$ cat src/rtl/branch_sequencer.sv
// Fetch-PC owner and branch-unit sequencer: one bu_en pulse per accepted branch/jump,
// then resume sequential fetch or redirect + flush. Optional macro BRANCH_SEQ_STATS_EN adds resolve counters.
module branch_sequencer #(
    parameter int unsigned       ADDR_W       = 10,
    parameter logic [ADDR_W-1:0] RESET_PC     = 10'd0,
    parameter int unsigned       FLUSH_CYCLES = 2
) (
    input  logic              clk,
    input  logic              rst_n,
    input  logic              stall,
    input  logic              insn_valid,
    input  logic              is_branch,
    input  logic              is_jump,
    input  logic [2:0]        funct3,
    input  logic [19:0]       imm,
    input  logic [31:0]       op0,
    input  logic [31:0]       op1,
    input  logic [ADDR_W-1:0] insn_pc,
    input  logic              bu_branch,
    input  logic [ADDR_W-1:0] bu_target,
    output logic              bu_en,
    output logic              bu_b,
    output logic              bu_j,
    output logic [2:0]        bu_funct3,
    output logic [19:0]       bu_imm,
    output logic [31:0]       bu_op0,
    output logic [31:0]       bu_op1,
    output logic [ADDR_W-1:0] bu_addr,
    output logic [ADDR_W-1:0] pc,
    output logic              busy,
    output logic              flush,
    output logic              redirect
`ifdef BRANCH_SEQ_STATS_EN
    ,
    output logic [15:0]       stat_taken,
    output logic [15:0]       stat_not_taken
`endif
);

    typedef enum logic [2:0] {
        S_RUN,
        S_ISSUE,
        S_WAIT,
        S_RESOLVE,
        S_FLUSH
    } state_t;

    localparam logic [2:0] FLUSH_INIT = 3'(FLUSH_CYCLES - 1);

    state_t            state_q, state_d;
    logic [ADDR_W-1:0] pc_q, pc_d;
    logic              busy_q, busy_d;
    logic              flush_q, flush_d;
    logic              redirect_q, redirect_d;
    logic [2:0]        cnt_q, cnt_d;
    logic              bu_en_q, bu_en_d;
    logic              bu_b_q, bu_b_d;
    logic              bu_j_q, bu_j_d;
    logic [2:0]        bu_funct3_q, bu_funct3_d;
    logic [19:0]       bu_imm_q, bu_imm_d;
    logic [31:0]       bu_op0_q, bu_op0_d;
    logic [31:0]       bu_op1_q, bu_op1_d;
    logic [ADDR_W-1:0] bu_addr_q, bu_addr_d;
`ifdef BRANCH_SEQ_STATS_EN
    logic [15:0]       stat_taken_q, stat_taken_d;
    logic [15:0]       stat_not_taken_q, stat_not_taken_d;
`endif

    always_comb begin
        state_d     = state_q;
        pc_d        = pc_q;
        busy_d      = 1'b0;
        flush_d     = 1'b0;
        redirect_d  = 1'b0;
        cnt_d       = cnt_q;
        bu_en_d     = 1'b0;
        bu_b_d      = bu_b_q;
        bu_j_d      = bu_j_q;
        bu_funct3_d = bu_funct3_q;
        bu_imm_d    = bu_imm_q;
        bu_op0_d    = bu_op0_q;
        bu_op1_d    = bu_op1_q;
        bu_addr_d   = bu_addr_q;
`ifdef BRANCH_SEQ_STATS_EN
        stat_taken_d     = stat_taken_q;
        stat_not_taken_d = stat_not_taken_q;
`endif
        case (state_q)
            S_RUN: begin
                if (!stall) begin
                    if (insn_valid && (is_branch || is_jump)) begin
                        bu_b_d      = is_branch & ~is_jump;
                        bu_j_d      = is_jump;
                        bu_funct3_d = funct3;
                        bu_imm_d    = imm;
                        bu_op0_d    = op0;
                        bu_op1_d    = op1;
                        bu_addr_d   = insn_pc;
                        bu_en_d     = 1'b1;
                        busy_d      = 1'b1;
                        state_d     = S_ISSUE;
                    end else begin
                        pc_d = pc_q + ADDR_W'(1);
                    end
                end
            end
            S_ISSUE: begin
                busy_d  = 1'b1;
                state_d = S_WAIT;
            end
            S_WAIT: begin
                busy_d  = 1'b1;
                state_d = S_RESOLVE;
            end
            S_RESOLVE: begin
                if (bu_branch) begin
                    pc_d       = bu_target;
                    redirect_d = 1'b1;
                    flush_d    = 1'b1;
                    cnt_d      = FLUSH_INIT;
                    state_d    = S_FLUSH;
`ifdef BRANCH_SEQ_STATS_EN
                    if (stat_taken_q != 16'hFFFF) stat_taken_d = stat_taken_q + 16'd1;
`endif
                end else begin
                    pc_d    = bu_addr_q + ADDR_W'(1);
                    state_d = S_RUN;
`ifdef BRANCH_SEQ_STATS_EN
                    if (stat_not_taken_q != 16'hFFFF) stat_not_taken_d = stat_not_taken_q + 16'd1;
`endif
                end
            end
            S_FLUSH: begin
                if (!stall) pc_d = pc_q + ADDR_W'(1);
                // flush is registered, so it stays high while the counter still has cycles left
                if (cnt_q == 3'd0) begin
                    state_d = S_RUN;
                end else begin
                    cnt_d   = cnt_q - 3'd1;
                    flush_d = 1'b1;
                end
            end
            default: state_d = S_RUN;
        endcase
    end

    always_ff @(posedge clk) begin
        if (!rst_n) begin
            state_q     <= S_RUN;
            pc_q        <= RESET_PC;
            busy_q      <= 1'b0;
            flush_q     <= 1'b0;
            redirect_q  <= 1'b0;
            cnt_q       <= 3'd0;
            bu_en_q     <= 1'b0;
            bu_b_q      <= 1'b0;
            bu_j_q      <= 1'b0;
            bu_funct3_q <= 3'd0;
            bu_imm_q    <= 20'd0;
            bu_op0_q    <= 32'd0;
            bu_op1_q    <= 32'd0;
            bu_addr_q   <= '0;
`ifdef BRANCH_SEQ_STATS_EN
            stat_taken_q     <= 16'd0;
            stat_not_taken_q <= 16'd0;
`endif
        end else begin
            state_q     <= state_d;
            pc_q        <= pc_d;
            busy_q      <= busy_d;
            flush_q     <= flush_d;
            redirect_q  <= redirect_d;
            cnt_q       <= cnt_d;
            bu_en_q     <= bu_en_d;
            bu_b_q      <= bu_b_d;
            bu_j_q      <= bu_j_d;
            bu_funct3_q <= bu_funct3_d;
            bu_imm_q    <= bu_imm_d;
            bu_op0_q    <= bu_op0_d;
            bu_op1_q    <= bu_op1_d;
            bu_addr_q   <= bu_addr_d;
`ifdef BRANCH_SEQ_STATS_EN
            stat_taken_q     <= stat_taken_d;
            stat_not_taken_q <= stat_not_taken_d;
`endif
        end
    end

    assign bu_en     = bu_en_q;
    assign bu_b      = bu_b_q;
    assign bu_j      = bu_j_q;
    assign bu_funct3 = bu_funct3_q;
    assign bu_imm    = bu_imm_q;
    assign bu_op0    = bu_op0_q;
    assign bu_op1    = bu_op1_q;
    assign bu_addr   = bu_addr_q;
    assign pc        = pc_q;
    assign busy      = busy_q;
    assign flush     = flush_q;
    assign redirect  = redirect_q;
`ifdef BRANCH_SEQ_STATS_EN
    assign stat_taken     = stat_taken_q;
    assign stat_not_taken = stat_not_taken_q;
`endif

endmodule

$ cat config.mk
export PLATFORM = sky130hd
export DESIGN_NAME = branch_sequencer
export DESIGN_NICKNAME = d
export VERILOG_FILES = /design/src/rtl/branch_sequencer.sv
export SDC_FILE = /design/constraint.sdc
export NUM_CORES = 1
export LEC_CHECK = 0
export CORE_MARGIN = 5
export CORE_UTILIZATION = 44
export DETAILED_ROUTE_END_ITERATION = 10
export PLACE_DENSITY = 0.9
export SYNTH_ARGS = -nofsm -noshare
export SYNTH_HDL_FRONTEND = slang
export SYNTH_SLANG_ARGS = --single-unit
$ cat constraint.sdc
create_clock -name clk -period 3.9 [get_ports clk]
set_input_delay 0.585 -clock clk [delete_from_list [all_inputs] [get_ports clk]]
set_output_delay 0.585 -clock clk [all_outputs]
set_load 0.005 [all_outputs]
==> impl_metrics.tcl <==
set metrics [dict create \
    critical_path_class "in2reg" \
    global_route_wire_length_before_repair_um 23300 \
    track_usage_pct 22.7 \
    n_antenna_cell 0 \
    final.setup_skew_ns 0.00923 \
    route.vias.total 4862 \
    worst_path_buf_inv 2 \
    vias_per_cell 5.17 \
    htree_levels 4 \
    unrepaired_setup_endpoints_after_global_routing "false" \
    portBuffers 226 \
    yosys_warnings 0 \
    yosys.area_share.simple_pct 23.4 \
    fin_crit_ns 2.25 \
    p_int_uw 2520 \
    cts_hold_buffers 0 \
    cts_setup_buffers 0 \
    synth.distinct_cells 48 \
    synth_compound_area_share_pct 17.0 \
    combinational_family_with_the_most_area_after_synthesis "simple AND/OR/NAND/NOR gates" \
    irDropWorstVdd_mv 0.296 \
    synth_top_area_cell "sky130_fd_sc_hd__dfxtp_1" \
    power_leakage_uw 0.00266 \
    synthArstFlopShare_pct 0 \
    synthesis.nets 701 \
    seq_area_frac_synth_pct 50.8 \
    fp.dieArea_um2 12800 \
    post_synth_fa_ha_maj_area_fraction_pct 1.07 \
    placement.cell_area_um2 6960 \
    netlist_area_um2 4690 \
    total_power_uw 3280 \
    synthTopCellsByArea "sky130_fd_sc_hd__dfxtp_1 51%, sky130_fd_sc_hd__nand2_1 16%, sky130_fd_sc_hd__a21oi_1 11%" \
    clkPwrFrac_pct 47.2 \
    cellPowerDensity_nw_per_um2 434 \
    final.hold.worst_slack_ns 0.452 \
    design.portCount 227 \
    worst_path_max_delay_cell "sky130_fd_sc_hd__or4_4" \
    synth.ff_latch_count 119 \
    clock_sinks 119 \
    synthesis_to_finish_area_growth_pct 61.1 \
    fp.dieW_um 113 \
    clock_tree_from_tritoncts "done" \
    layout-drive-gt1-share_pct 5.22 \
    run_status "finished, final reports clean" \
    grt_start_max_net_pins 59 \
    worst_slew_pin_slew_ns 0.675 \
    final_design_area_no_fill_um2 7560 \
    postSynthAreaPerCell_um2 8.05 \
    routabilityCongestion 0.863 \
    post-synth-top-count-cell "sky130_fd_sc_hd__nand2_1" \
    core-area_um2 10400 \
    fin_setup_tns_ns 0 \
    router_iterations_before_antenna_repair 4 \
    yosysTopAreaCellShare_pct 50.8 \
    endpoint_kind "flip-flop" \
    grt.overflow.total 0 \
    timing_limited_maximum_frequency_ghz 0.445 \
    critPathRequiredTime_ns 4.33 \
    antenna_violating_nets_post_route 0 \
    hp-class "reg2reg" \
    std_cell_rows 37 \
    drcViolationCount 0 \
    floorplan.die.height_um 113 \
    p_seq_share_pct 40.2 \
    worst_ep_arrival_time_ns 2.68 \
    cts_repair_resize_count 0 \
    finalSetupViolations 0 \
    grt_pass1_vias 4845 \
    cp_top_family "buffers and inverters" \
    cts-root-buf "sky130_fd_sc_hd__clkbuf_8" \
    max-slew-margin-rel_pct 55.0 \
    dp_hpwl_um 10700 \
    sw_frac_of_total_pct 23.0 \
    synth_xor_area_share_pct 2.05 \
    critPathMaxFanout 55 \
    synthCells 583 \
    ys_top_cells_by_count "205 x sky130_fd_sc_hd__nand2_1, 119 x sky130_fd_sc_hd__dfxtp_1, 106 x sky130_fd_sc_hd__a21oi_1" \
    synth.mux.area_fraction_pct 0.427 \
    initial_standard_cell_utilization_of_the_core_pct 45.2 \
    post_route_core_utilization_pct 72.9 \
    max_capacitance_violation_count 0 \
    clk-insertion-delay-late_ns 0.51 \
    net-switching-power_uw 753 \
    totalWireLength_um 14900 \
    timing.final.crit_share_pct 57.7 \
    timing.critical_path.slowest_cell_delay_ns 0.54 \
    clockBufferDepth 2 \
    cts_buffers 17 \
    timing.final.max_slew_violations 0 \
    p_comb_share_pct 12.6 \
    number_of_antenna_violations_at_the_first_check_in_global_routing 0 \
    fillers 756 \
    worstSetupStartpointType "input port" \
    detail_route.iter0.violations 252 \
    synth_edf_count 0 \
    cts.clk_slew.worst_paths_ns 0.06 \
    nNetsFinal 910 \
    timing.final.hold_violations 0 \
    worstPathCellList "clkdlybuf4s50_1, o21ai_2, or4_4, buf_12, nand2_1, a21oi_1" \
    avgRoutedWirePerCell_um 15.8 \
    synthFlopType "sky130_fd_sc_hd__dfxtp_1" \
]
path summary, 6_finish.rpt:
kind / start / end / slack [ns] / cells past startpoint
max: is_jump / bu_imm[13] / 1.65 / 6
min: bu_imm[18] / bu_imm[18] / 0.45 / 2
max reg2reg: state_q[1] / bu_op1[1] / 1.84 / 5
min reg2reg: bu_imm[18] / bu_imm[18] / 0.45 / 2
logic make-up after synthesis:
kind of cell    Yosys count
flops                   119
fa+ha+maj                 4
mux                       2
compound gates          144
buf+inv                  46
simple gates            257
xor+xnor                 11
sequential cells by signal (all words and copies together), names as in the netlist, 3 cells and up:
name / cells
cnt_q: 3
bu_op0: 32
bu_op1: 32
bu_imm: 20
bu_addr: 10
bu_funct3: 3
state_q: 3
pc: 10
area by class of cell:
cell class | count | area, um^2 | area share (%)
sequential | 119 | 2380 | 31.5
timing repair buffer | 230 | 2320 | 30.7
multi-input combinational | 418 | 2070 | 27.3
clock buffer | 21 | 449 | 5.94
tap | 136 | 170 | 2.25
clock inverter | 11 | 149 | 1.97
inverter | 6 | 23.8 | 0.315
tightest hold or removal path: cells and delay by family, from the launching register on:
family           cells  cell delay, ns
AO/OA/AOI/OAI        1            0.05
flip-flops           1            0.30
AND/OR/NAND/NOR      1            0.05
cells in the final DEF, fill, tap and decap left out, types with 4 or more instances in the layout:
cell	instances
sky130_fd_sc_hd__a211oi_1	4
sky130_fd_sc_hd__a21oi_1	106
sky130_fd_sc_hd__clkbuf_16	16
sky130_fd_sc_hd__clkdlybuf4s50_1	226
sky130_fd_sc_hd__dfxtp_1	119
sky130_fd_sc_hd__ha_1	4
sky130_fd_sc_hd__inv_1	5
sky130_fd_sc_hd__nand2_1	205
sky130_fd_sc_hd__nand3_1	4
sky130_fd_sc_hd__nor2_1	13
sky130_fd_sc_hd__nor2b_1	4
sky130_fd_sc_hd__nor3_1	5
sky130_fd_sc_hd__o211ai_1	4
sky130_fd_sc_hd__o21ai_0	10
sky130_fd_sc_hd__xnor2_1	5
sky130_fd_sc_hd__xor2_1	6
power groups by stage:
stage	logic (uW)	registers (uW)	clock network, uW
3_3_place_gp	401	1340	0
5_1_grt	447	1320	1640
3_5_place_dp	411	1340	0
6_report	412	1320	1550
2_1_floorplan	159	1340	0
4_1_cts	415	1320	1570
through the flow:
stage	setup WS [ns]	cells
after floorplan	2.06	583
after global placement	1.22	909
after detailed placement	1.14	909
after CTS	1.68	941
after global routing	1.48	941
final	1.65	941
per-layer routing:
metal / wire [um] / track usage, %
met1: 5410 / 23.2
met5: 0 / 0
met2: 7570 / 40.2
met4: 445 / 9.05
met3: 1470 / 10.2
No activity file was read; power rests on OpenSTA's default activity.
